**config.mk**
```make
export PLATFORM = sky130hd
export DESIGN_NAME = shift_sequencer
export DESIGN_NICKNAME = d
export VERILOG_FILES = /design/src/rtl/shift_sequencer.sv
export SDC_FILE = /design/constraint.sdc
export NUM_CORES = 1
export LEC_CHECK = 0
export ABC_AREA = 1
export ABC_CLOCK_PERIOD_IN_PS = 2340
export BUFFER_PORTS_ARGS = -buffer_cell sky130_fd_sc_hd__buf_2
export CAP_MARGIN = 20
export CORE_MARGIN = 3
export CORE_UTILIZATION = 53
export CTS_CLUSTER_DIAMETER = 50
export DETAILED_ROUTE_END_ITERATION = 16
export GPL_TIMING_DRIVEN = 0
export PLACE_DENSITY_LB_ADDON = 0.3
export SYNTH_ARGS = -nofsm -noshare
export SYNTH_HDL_FRONTEND = slang
export SYNTH_SLANG_ARGS = --single-unit
```
**constraint.sdc**
```tcl
create_clock -name clk -period 2.34 [get_ports clk]
set_clock_uncertainty 0.15 [all_clocks]
set_input_delay 0.468 -clock clk [delete_from_list [all_inputs] [get_ports clk]]
set_output_delay 0.468 -clock clk [all_outputs]
set_load 0.005 [all_outputs]
```
**src/rtl/shift_sequencer.sv**
```systemverilog
// Multi-cycle shifter for SLL / SRA / ROR: one bit position per clock,
// counting the shift amount down, with a start/busy/done handshake.
//
//   state | meaning
//   ------+--------------------------------------------------------------
//   IDLE  | waiting for start; data register holds the last result
//   RUN   | shifting one bit per clock while cnt counts down to 1
//   DONE  | result valid for exactly one cycle (err set for mode 11)
module shift_sequencer #(
  parameter int WIDTH = 16,
  parameter int AMT_W = 4
) (
  input  logic             clk,
  input  logic             rst,
  input  logic             start,
  input  logic [1:0]       mode,
  input  logic [WIDTH-1:0] opnd,
  input  logic [AMT_W-1:0] amt,
  output logic             busy,
  output logic             done,
  output logic [WIDTH-1:0] result,
  output logic             err
);

  typedef enum logic [1:0] {
    IDLE = 2'b00,
    RUN  = 2'b01,
    DONE = 2'b10
  } state_t;

  localparam logic [1:0] MODE_SLL = 2'b00;
  localparam logic [1:0] MODE_SRA = 2'b01;
  localparam logic [1:0] MODE_ROR = 2'b10;
  localparam logic [1:0] MODE_BAD = 2'b11;

  state_t           state;
  logic [WIDTH-1:0] data;
  logic [WIDTH-1:0] step;
  logic [AMT_W-1:0] cnt;
  logic [1:0]       mode_q;

  // One-bit step of the data register according to the latched mode.
  always_comb begin
    step = data;
    case (mode_q)
      MODE_SLL: step = {data[WIDTH-2:0], 1'b0};
      MODE_SRA: step = {data[WIDTH-1], data[WIDTH-1:1]};
      MODE_ROR: step = {data[0], data[WIDTH-1:1]};
      default:  step = data;
    endcase
  end

  // Sequencer FSM with the datapath registers and Moore-registered outputs.
  always_ff @(posedge clk) begin
    if (rst) begin
      state  <= IDLE;
      data   <= '0;
      cnt    <= '0;
      mode_q <= '0;
      busy   <= 1'b0;
      done   <= 1'b0;
      err    <= 1'b0;
    end else begin
      case (state)
        IDLE: begin
          if (start) begin
            data   <= opnd;
            mode_q <= mode;
            cnt    <= amt;
            busy   <= 1'b1;
            if (mode == MODE_BAD) begin
              state <= DONE;
              done  <= 1'b1;
              err   <= 1'b1;
            end else if (amt == '0) begin
              state <= DONE;
              done  <= 1'b1;
              err   <= 1'b0;
            end else begin
              state <= RUN;
              done  <= 1'b0;
              err   <= 1'b0;
            end
          end
        end
        RUN: begin
          data <= step;
          cnt  <= cnt - AMT_W'(1);
          // cnt==1 is the last step, so cnt never wraps below zero
          if (cnt == AMT_W'(1)) begin
            state <= DONE;
            done  <= 1'b1;
          end
        end
        DONE: begin
          state <= IDLE;
          busy  <= 1'b0;
          done  <= 1'b0;
          err   <= 1'b0;
        end
        default: begin
          state <= IDLE;
          busy  <= 1'b0;
          done  <= 1'b0;
          err   <= 1'b0;
        end
      endcase
    end
  end

  assign result = data;

endmodule

```
After elaboration in Yosys (flattened, before gate mapping):

Index checks and enable logic that the tools add are counted.

* register bits: 27
* bits of input ports: 25
* output and inout port bits: 19
* word-level logic and storage cells: 50

* eq/ne operators: 10
* bitwise gates (word level): 1
* add/subtract/negate cells: 1
* reduce and logical (&&, ||, !) cells: 10
* muxes and demuxes: 20

Operator list (number)
* case mux 16 bit (3 select lines): 1
* case mux 16 bit (2 select lines): 1
* two-way mux 16 bit: 1
* two-way mux 2 bit: 4
* case mux 4 bit (2 select lines): 1
* AND reduction 2 bit: 4
* two-way mux 1 bit: 7
* != test 2 bit, second input constant: 3
* case mux 1 bit (2 select lines): 3
* == test 2 x 1 -> 1 bit, second input constant: 2
* == test 2 bit, second input constant: 2
* == test 4 x 1 -> 1 bit, second input constant: 1
* logical NOT 2 bit: 2
* logical NOT 4 bit: 1
* two-way mux 4 bit: 1
* != test 4 x 1 -> 1 bit, second input constant: 1
* case mux 2 bit (2 select lines): 1
* AND reduction 4 bit: 1
* subtractor 4 x 1 -> 4 bit, second input constant: 1
* != test 3 x 1 -> 1 bit, second input constant: 1
* AND reduction 3 bit: 1
* nonzero test 2 bit: 1
* NOT 1 bit: 1

Depth between registers and ports, before layout:

Gate-level depths: netlist (run 1).

* word-level depth: 5
* gate-level depth with buffers: 11
* gate-level depth less buffers: 10

Worst setup path after synthesis (run 1):

OpenSTA, ideal clock, no wires.

* path type: flip-flop to flip-flop
* start point: reg mode_q[0]
* end point: reg data[10], in the netlist result[10]
* library setup time: 128 ps
* path slack: 691 ps
* required time: 2062 ps
* data arrival time: 1371 ps
* buffers on the path: 1
* cell stages (with the launch flop): 9
* clock period less this slack: 1649 ps
* path through: dfxtp_1 -> inv_1 -> ha_1 -> or2_1 -> o21ai_4 -> buf_4 -> nand2_1 -> nand2_1 -> nor2_1

* word-level cells in the longest chain between the ends: 3
* elaborated cells between the ends (all ways): 7
* classes of those cells: eq/ne (3); mux (2); reduce/logical (2)

Ends and longest elaborated chain
* from (decl): RTL line 40 `logic [1:0] mode_q;`
* from (signal assigned): RTL line 68 `mode_q <= mode;`
* == test 2 bit, or another cell as far along: RTL line 45 `case (mode_q)`
* case mux 16 bit (3 select lines) / != test 4 x 1 -> 1 bit (equally long branches)
* case mux 16 bit (2 select lines) / AND reduction 3 bit (equally long branches)
* to (signal assigned): RTL line 67 `data <= opnd;`
* to (signal assigned): RTL line 87 `data <= step;`
* to (decl): RTL line 37 `logic [WIDTH-1:0] data;`

Parallel ways exist; a longest one is shown, timed or not.
A chain may end at the register's enable or synchronous reset.

Final worst setup path (run 1):

* start point: reg mode_q[1]
* end point: reg data[11], in the netlist result[11]

Same word-level chain as after synthesis.

==> summary.md, run 1 <==
| Metric | Value |
|---|---|
| Netlist cell types | `21` |
| Final net count | `398` |
| Hold Crit Class | `in -> reg` |
| Mapped Avg Cell Area | `5.64 µm²` |
| CP dominant cell by count | `nand2_1` |
| Drc violations | `0` |
| Vias in the first global route | `1781` |
| CP Buf/Inv Count | `2` |
| CTS resizes | `0` |
| Fin. Hold Viols | `0` |
| Startpoint Class | `flop` |
| Clock root buffer | `clkbuf_4` |
| Post-synth ARST share | `0%` |
| Die outline area | `just over 4000 µm²` |
| Post-DRT Antenna Nets | `0` |
| Top Ports | `44` |
| Initial Util | `57.1%` |
| Final setup violation count | `0` |
| Count leader, synth | `nand2_1` |
| Sequential element share of the synthesized area | `28.9%` |
| Num CTS Buffers | `3` |
| Synthesized cell area | `1800 µm²` |
| Post-Syn Instances | `around 320` |
| Hold_ws | `0.261 ns` |
| Highest-delay cell along the critical path | `dfxtp_1` |
| CP peak stage delay | `a little under 0.4 ns` |
| Fin util | `66.8%` |
| Top cells by count, synth | `nand2_1, nor2_1, inv_1` |
| Cts-stage hold buffer count | `0` |
| Ys Warns | `0` |
| CP arrival | `1.97 ns` |
| Slew margin rel. | `66.5%` |
| Clk slew on worst S/H paths | `0.16 ns` |
| Chip height | `64.3 µm` |
| Postcts setup bufs | `0` |
| Power Dens Cells | `804 nW/µm²` |
| EDFF count, synth | `0` |
| Yosys top cell area share | `28.9%` |
| CTS H-tree depth | `1` |
| Layout area overhead | `17.0%` |
| Non-Filler Instances | `410` |
| RSZ-0062 raised after global routing | `false` |
| Total design power | `1.69 mW` |
| Share of cells above drive strength 1 | `a little over a fifth` |
| WL/cell | `around 10 µm` |
| Crit. End Element | `flop` |
| Net count after synthesis | `350` |
| Clock tree buffer depth | `2` |
| Die Wd | `64.3 µm` |
| Filler cells | `~310` |
| Worst EP required | `approximately 2.4 ns` |
| Setup TNS | `0 ns` |
| Core area | `3150 µm²` |
| Final WL | `around 4300 µm` |
| FF+latch area | `roughly 520 µm²` |
| Final min period | `1.90 ns` |
| Congestion Overflow GR | `0` |
| Port Buffers | `43` |
| CP Class | `reg -> reg` |
| #FFs+latches synth | `26` |
| Final GP Congestion | `0.912` |
| First-pass GRT wire length | `7340 µm` |
| Largest net degree at the start of global routing | `15` |
| Initial antenna violation count | `0` |
| Least-Margin Pin Slew | `about 0.5 ns` |
| Vias per std cell | `4.71` |
| Maxcap violations | `0` |
| Post-DP HPWL | `3210 µm` |
| Lkg Pwr | `about 1.2 nW` |
| Detailed-route via count | `between 1500 and 2000` |
| Gr usage total | `between 20 and 25%` |
| Main synth FF type | `dfxtp_1` |
| Final Cycle Share | `between 80% and 90%` |
| Worst vdd ir | `between 500 and 600 µV` |
| Placed cell areas | `2070 µm²` |
| Multi-input logic area | `1050 µm²` |
| Worst-path cell chain | `inv_1 > ha_1 > buf_1 > nor2_1 > nor2_1 > nand2_1 > nand2_1 > nand2_1 > nand2_1 > nor2_1` |
| Placed instance count | `406` |
| Fmax | `around 530 MHz` |
| Max Fanout on Critical Path | `10` |
| Final Max Slew Viols | `0` |
| Sink Count | `26` |
| Floorplan row count | `20` |
| CTS tree | `built` |
| Drt pass-1 iters | `6` |
| Area leader, netlist | `dfxtp_1` |
| Setup WS pre-CTS | `0.478 ns` |
| Clock Latency Late Sink | `between 0.3 and 0.4 ns` |
| Status | `finished, final reports clean` |
| Initial DRC Count | `145` |
| Post-route setup slack | `approximately 0.44 ns` |
| CP top delay family | `buffers and inverters` |
| Main area contributors after synthesis | `dfxtp_1, nand2_1, nor2_1, inv_1, or2_2` |
| Final instance area | `2110 µm²` |
| Diode count | `0` |
## layer usage
layer  vias up  GRT usage (%)  share of wire [%]
li1       1032              -                  -
met2        54           36.9                 46
met4         0           7.92               0.58
met3         4           4.22                6.3
met1       842           27.6                 47
met5         -              0                  0
## worst register-to-register path, stage by stage (launching register included)
cell and delay, ns:
dfxtp_1 0.39, inv_1 0.08, ha_1 0.33, buf_1 0.38
nor2_1 0.10, nor2_1 0.11, nand2_1 0.05, nand2_1 0.05
nand2_1 0.04, nand2_1 0.05, nor2_1 0.03
## sequential cells by signal (all words and copies together) (netlist names)
signal	count
cnt	4
mode_q	2
err	1
busy	1
result	16
done	1
state	1
## placed cells by master (no fill, tap or decap), drive strengths merged
cell / synthesis / layout
a31oi: 2 / 2
or2: 17 / 17
buf: 10 / 53
o21ai: 6 / 6
clkbuf: 3 / 7
nand3b: 2 / 2
nor2: 57 / 57
a21oi: 8 / 8
ha: 6 / 6
nand3: 10 / 10
nand2: 129 / 129
dfxtp: 26 / 26
inv: 43 / 43
## kinds of logic after synthesis
group | synth area share, %
AO/OA/AOI/OAI | 5.21
AND/OR/NAND/NOR | 48.9
flip-flops | 28.9
adder cells (fa/ha/maj) | 4.17
buffers and inverters | 12.9
## power by group
part,switching [mW],leakage (nW),total [mW],internal (mW)
combinational,0.507,1.01,0.836,0.329
clock,0.147,0.0210,0.242,0.0955
sequential,0.0764,0.215,0.615,0.539
total,0.730,1.25,1.69,0.963
## path summary, 6_finish.rpt
path	start	to	slack [ns]	depth (start not counted)
worst max-delay path	mode_q[1]$_SDFFE_PP0P_	result[11]$_SDFFE_PP0P_	0.44	10
worst min-delay path	opnd[15]	result[15]$_SDFFE_PP0P_	0.26	5
worst max register to register	mode_q[1]$_SDFFE_PP0P_	result[11]$_SDFFE_PP0P_	0.44	10
worst min register to register	busy$_SDFFE_PP0P_	busy$_SDFFE_PP0P_	0.34	2
## layout make-up
class,instances,share of cell area [%]
Buffer,13,3.33
Inverter,43,7.66
Timing Repair Buffer,43,10.2
Multi-Input combinational cell,237,49.8
Clock buffer,4,1.72
Sequential cell,26,24.7
Tap cell,44,2.61
No activity file was read; power rests on OpenSTA's default activity.
==> run 2: changes to the inputs <==
Settings changed: ABC_AREA 1 to 0, ABC_CLOCK_PERIOD_IN_PS 2340 to 1550, CORE_UTILIZATION 53 to 46.
Clock period 2.34 ns to 1.55 ns, I/O delays scaled along.
==> run 2 against run 1 <==
Against the previous run:
- the run now ends with setup timing left
- via count is 23% lower
- sequential power is 42% higher
- largest power group is now registers
- first-iteration DRC count is 49% lower
- largest cell class unchanged
==> summary.md, run 2 <==
| Metric | Value |
|---|---|
| Status | `finished with violations` |
| Post-route setup slack | `-0.156 ns` |
| Worst EP required | `1.60 ns` |
| Sequential element share of the synthesized area | `33.9%` |
| Power Dens Cells | `approximately 1000 nW/µm²` |
| Ys Warns | `0` |
| Count leader, synth | `dfxtp_1` |
| Final min period | `1.71 ns` |
| Sink Count | `26` |
| Failing checks | `setup timing` |
| Chip height | `63.8 µm` |
| CTS H-tree depth | `1` |
| Top cells by count, synth | `dfxtp_1, nand2_1, a221o_1` |
| WL/cell | `14.5 µm` |
| Clock root buffer | `clkbuf_4` |
| Die outline area | `4070 µm²` |
| CP Class | `reg -> reg` |
| Final WL | `roughly 3800 µm` |
| Startpoint Class | `flop` |
| Gate power share | `41.4%` |
| Initial Util | `49.1%` |
| Flop-to-flop setup slack | `-0.16 ns` |
| Synth Area in Compound Gates | `39.5%` |
| Crit. End Element | `flop` |
| Lkg Pwr | `around 0.8 nW` |
| CTS tree | `built` |
| Floorplan row count | `20` |
| Filler cells | `265` |
| Maxcap violations | `0` |
| First-pass GRT wire length | `around 6300 µm` |
| Port Buffers | `slightly above 40` |
| Core area | `between 3000 and 4000 µm²` |
| Final net count | `252` |
| Main area contributors after synthesis | `dfxtp_1, a221o_1, o211ai_2, a21oi_2, ha_1` |
| Commonest non-fill, non-tap cell in the layout | `buf_2` |
| Clk network pwr share | `14.7%` |
| Vias in the first global route | `between 1000 and 1500` |
| Initial antenna violation count | `0` |
| Final GP Congestion | `roughly 0.80` |
| Max Fanout on Critical Path | `6` |
| Adder-Cell Fraction of Synth Area | `4.89%` |
| Post-DRT Antenna Nets | `0` |
| Mux cell area share after synthesis | `0%` |
| Drc violations | `0` |
| Net count after synthesis | `slightly above 200` |
| RSZ-0062 raised after global routing | `true` |
| Diode count | `0` |
| CP arrival | `1.75 ns` |
| P_int | `1.26 mW` |
| Top Ports | `44` |
| Slew margin rel. | `59.4%` |
| Synthesized cell area | `roughly 1500 µm²` |
| Placed cell areas | `around 1800 µm²` |
| Sw power | `735 µW` |
| Largest net degree at the start of global routing | `14` |
| Vias per std cell | `5.65` |
| Sw Ratio | `36.9%` |
| Clock Latency Late Sink | `0.32 ns` |
| Initial DRC Count | `74` |
| Main synth FF type | `dfxtp_1` |
| #FFs+latches synth | `26` |
| Num CTS Buffers | `3` |
| Clk slew on worst S/H paths | `0.14 ns` |
| Netlist cell types | `42` |
| Clock tree buffer depth | `2` |
| Final setup violation count | `16` |
| Post-synth ARST share | `0%` |
| Max FFs per register | `16` |
| Fmax | `586 MHz` |
| Drt pass-1 iters | `4` |
| Hold Crit Class | `in -> reg` |
| Congestion Overflow GR | `0` |
| Post-synthesis xor/xnor area fraction | `0.570%` |
| Total design power | `1.99 mW` |
| Least-Margin Pin Slew | `0.609 ns` |
| Largest family of logic cells by synthesized area | `compound AO/OA/AOI/OAI gates` |
| Post-DP HPWL | `roughly 2600 µm` |
| Most frequent cells in the layout | `buf_2, dfxtp_1, nand2_1, a221o_1, a21oi_1` |
| Simple-Gate Fraction of Synth Area | `13.9%` |
| Mapped Avg Cell Area | `8.93 µm²` |
| Share of cells above drive strength 1 | `45.2%` |
| Gr usage total | `18.7%` |
| Final Cycle Share | `110%` |
| Worst vdd ir | `around 390 µV` |
| Die Wd | `between 60 and 70 µm` |
| Post-Syn Instances | `172` |
| Layout area overhead | `29.7%` |
| EDFF count, synth | `0` |
| Area leader, netlist | `dfxtp_1` |
| Yosys top cell area share | `around a third` |
| Final instance area | `1990 µm²` |
| Detailed-route via count | `around 1500` |
| Fin. Hold Viols | `0` |
| Final Max Slew Viols | `0` |
| Reg power frac | `around 44%` |
run 2: changes by cell type after synthesis, sizes merged, moves of 3 or more:
cell    previous run  this run
o211ai             0        14
inv               43         8
a221o              0        14
nand3             10         1
nand2            129        18
nor2              57        13
a21oi              8        22
a211oi             0         4
or2               17         0
nand2b             0         3
run 2: area by class of cell:
| cell class | instances | area, µm² | area share, % |
|---|---|---|---|
| buffer | 14 | 119 | 5.96 |
| multi-input combinational | 124 | 993 | 49.8 |
| sequential | 26 | 534 | 26.8 |
| inverter | 8 | 37.5 | 1.88 |
| timing repair buffer | 44 | 231 | 11.6 |
| clock buffer | 3 | 22.5 | 1.13 |
| tap | 44 | 55.1 | 2.76 |
run 2: through the flow:
step / utilization (%) / setup slack (ns) / setup TNS (ns) / hold WS, ns / cells
6_report: 63.7 / -0.156 / -1.63 / 0.0774 / 263
2_1_floorplan: - / -0.0970 / -0.884 / 0.289 / 172
3_5_place_dp: 58.7 / -0.200 / -2.10 / 0.313 / 257
3_3_place_gp: 58.7 / -0.172 / -1.98 / 0.302 / 257
4_1_cts: 62.0 / -0.140 / -1.46 / 0.0803 / 262
5_1_grt: 63.7 / -0.207 / -2.33 / 0.0868 / 263
run 2: routing by layer:
| layer | share of wire [%] | global-route usage [%] | up-vias |
|---|---|---|---|
| li1 | - | - | 747 |
| met1 | 48 | 27.4 | 698 |
| met2 | 46 | 29.3 | 38 |
| met3 | 5.3 | 3.16 | 4 |
| met4 | 0.55 | 2.43 | 0 |
| met5 | 0 | 0 | - |
run 2: what timing repair did:
action | CTS | global route
resized for setup | 16 | 15
setup endpoints to repair | 19 | 21
hold buffers | 0 | 0
setup buffers | 1 | 1
pin swaps | 29 | 7
gates cloned | 1 | 0
run 2: logic make-up after synthesis:
logic type | after synthesis
compound gates | 71
xor+xnor | 1
fa+ha+maj | 6
buf+inv | 22
flops | 26
simple gates | 46
run 2: path summary, 6_finish.rpt:
path	startpoint	end	depth (start not counted)
hold / removal	mode[0]	mode_q[0]$_SDFFE_PP0P_	3
setup reg to reg	mode_q[1]$_SDFFE_PP0P_	result[3]$_SDFFE_PP0P_	7
hold reg to reg	err$_SDFFE_PP0P_	err$_SDFFE_PP0P_	2
setup / recovery	mode_q[1]$_SDFFE_PP0P_	result[3]$_SDFFE_PP0P_	7
run 2: worst max-delay path: stages, from the launching register on:
cell	delay, ns
dfxtp_4	0.40
inv_4	0.05
ha_4	0.16
o21a_4	0.24
buf_6	0.13
a221o_1	0.28
o211ai_1	0.09
a21oi_1	0.08
run 2: power groups by stage:
| stage | clock network [mW] | logic, mW | registers [mW] |
|---|---|---|---|
| after floorplan | 0 | 0.531 | 0.866 |
| after global placement | 0 | 0.726 | 0.880 |
| after detailed placement | 0 | 0.729 | 0.882 |
| after CTS | 0.299 | 0.772 | 0.871 |
| after global routing | 0.330 | 0.914 | 0.889 |
| final | 0.292 | 0.824 | 0.875 |
==> run 3: changes to the inputs <==
Settings changed: CORE_MARGIN 3 to 5.
==> run 3 against run 2 <==
Against the previous run:
- the run still ends with setup timing left
- cell area is 0.69% higher
- combinational power hardly changed
- die area increased by 13%
- count of clock-buffer cells in the layout rose by 1
- via count up 2.2%
- wire length is 2.9% higher
- hold slack got worse by 0.0078 ns
- critical path type unchanged
- critical endpoint is now result[14]$_SDFFE_PP0P_
- largest power group unchanged
==> summary.md, run 3 (synthesized netlist as in run 2, its figures left out) <==
| Metric | Value |
|---|---|
| Status | `finished with violations` |
| Failing checks | `setup timing` |
| Cts-stage hold buffer count | `0` |
| Die outline area | `4600 µm²` |
| Drt pass-1 iters | `4` |
| Worst-case reg-to-reg path depth | `7` |
| Share of cells above drive strength 1 | `between 40% and 50%` |
| CP arrival | `1.77 ns` |
| Commonest non-fill, non-tap cell in the layout | `buf_2` |
| Vias in the first global route | `1391` |
| Drc violations | `0` |
| CP peak stage delay | `0.40 ns` |
| Clk slew on worst S/H paths | `approximately 0.15 ns` |
| Slew margin rel. | `57.0%` |
| Core area | `~3300 µm²` |
| P_int | `1.31 mW` |
| Post-DRT Antenna Nets | `0` |
| Congestion Overflow GR | `0` |
| Diode count | `0` |
| WL/cell | `14.7 µm` |
| Reg power frac | `42.5%` |
| Post-route setup slack | `-0.154 ns` |
| Sw power | `750 µW` |
| Fin util | `61.1%` |
| Sink Count | `26` |
| Floorplan row count | `21` |
| Clock root buffer | `clkbuf_4` |
| Initial Util | `46.8%` |
| Least-Margin Pin Slew | `0.644 ns` |
| Final GP Congestion | `0.776` |
| Hold Crit Class | `in -> reg` |
| Final net count | `254` |
| Final Max Slew Viols | `0` |
| Startpoint Class | `flop` |
| Clk network pwr share | `17.5%` |
| Initial DRC Count | `99` |
| Worst vdd ir | `464 µV` |
| CP Class | `reg -> reg` |
| Top Ports | `44` |
| Layout area overhead | `30.6%` |
| Initial antenna violation count | `0` |
| First-pass GRT wire length | `between 6000 and 7000 µm` |
| Final Cycle Share | `110%` |
| Detailed-route via count | `1520` |
| CTS tree | `built` |
| Power Dens Cells | `approximately 1000 nW/µm²` |
| Total design power | `2.06 mW` |
| Die Wd | `67.8 µm` |
| Port Buffers | `between 40 and 50` |
| Maxcap violations | `0` |
| Clock Latency Late Sink | `about 0.33 ns` |
| Worst-path cell chain | `inv_4 > ha_4 > o21a_4 > buf_4 > a221o_1 > o211ai_1 > a21oi_1` |
| Hold Crit Depth | `3` |
| Vias per std cell | `5.67` |
| Highest-delay cell along the critical path | `dfxtp_4` |
| Sw Ratio | `a little over a third` |
| Largest net degree at the start of global routing | `15` |
| Max FFs per register | `16` |
| Clock tree buffer depth | `2` |
| Fin. Hold Viols | `0` |
| Fmax | `between 500 and 600 MHz` |
| CTS H-tree depth | `1` |
| Chip height | `about 68 µm` |
| RSZ-0062 raised after global routing | `true` |
| Gr usage total | `18.0%` |
| Final WL | `slightly below 4000 µm` |
| Crit. End Element | `flop` |
| Post-DP HPWL | `roughly 2800 µm` |
| Lkg Pwr | `0.817 nW` |
| Final setup violation count | `14` |
| Max Fanout on Critical Path | `5` |
| Num CTS Buffers | `3` |
| Worst EP required | `1.62 ns` |
| Most frequent cells in the layout | `buf_2, dfxtp_1, nand2_1, a221o_1, a21oi_1` |
| Gate power share | `40.0%` |
| Final min period | `1.70 ns` |
run 3: layout make-up:
type                    count  area, µm²
fillers                   285       1280
multi-input cells         124        978
flip-flops and latches     26        531
repair buffers             46        253
plain buffers              14        114
well taps                  46       57.6
inverters                   8       37.5
clock buffers               4       36.3
run 3: critical path: cells and delay by family, from the launching register on:
kind	cells	cell delay, ns
AO/OA/AOI/OAI	4	0.60
flip-flops	1	0.40
adder cells (fa/ha/maj)	1	0.26
buffers and inverters	2	0.19
run 3: path summary, 6_finish.rpt:
| check | startpoint | slack, ns | to |
|---|---|---|---|
| worst max register to register | mode_q[0]$_SDFFE_PP0P_ | -0.15 | result[14]$_SDFFE_PP0P_ |
| worst max-delay path | mode_q[0]$_SDFFE_PP0P_ | -0.15 | result[14]$_SDFFE_PP0P_ |
| worst min register to register | err$_SDFFE_PP0P_ | 0.33 | err$_SDFFE_PP0P_ |
| worst min-delay path | mode[0] | 0.07 | mode_q[0]$_SDFFE_PP0P_ |
run 3: power by group through the flow:
stage | clock network [mW] | logic [mW] | registers [mW]
after floorplan | 0 | 0.531 | 0.866
after global placement | 0 | 0.730 | 0.882
after detailed placement | 0 | 0.738 | 0.882
after CTS | 0.373 | 0.794 | 0.869
after global routing | 0.390 | 0.906 | 0.890
final | 0.361 | 0.823 | 0.874
run 3: what timing repair did:
action / CTS / global route
gates cloned: 2 / 0
pin swaps: 18 / 17
setup endpoints to repair: 19 / 23
gates resized for setup: 14 / 13
buffers inserted: 2 / 1
run 3: per-stage QoR:
| step | TNS, ns | hold WS, ns | instances | instance area, µm² | setup WS, ns |
|---|---|---|---|---|---|
| floorplan | -0.884 | 0.289 | 172 | 1580 | -0.0970 |
| global placement | -2.11 | 0.303 | 259 | 1840 | -0.178 |
| detailed placement | -2.23 | 0.312 | 259 | 1840 | -0.197 |
| CTS | -1.63 | 0.0616 | 267 | 1950 | -0.156 |
| global route | -2.75 | 0.0798 | 268 | 2010 | -0.228 |
| finish | -1.78 | 0.0696 | 268 | 2010 | -0.154 |
run 3: per-layer routing:
layer | routed length [µm] | part of all wire, % | up-vias | track usage [%]
li1 | - | - | 747 | -
met4 | 41 | 1.0 | 0 | 5.21
met5 | 0 | 0 | - | 0
met2 | 1710 | 43 | 44 | 26.2
met3 | 232 | 5.9 | 6 | 2.33
met1 | 1950 | 50 | 723 | 27.1
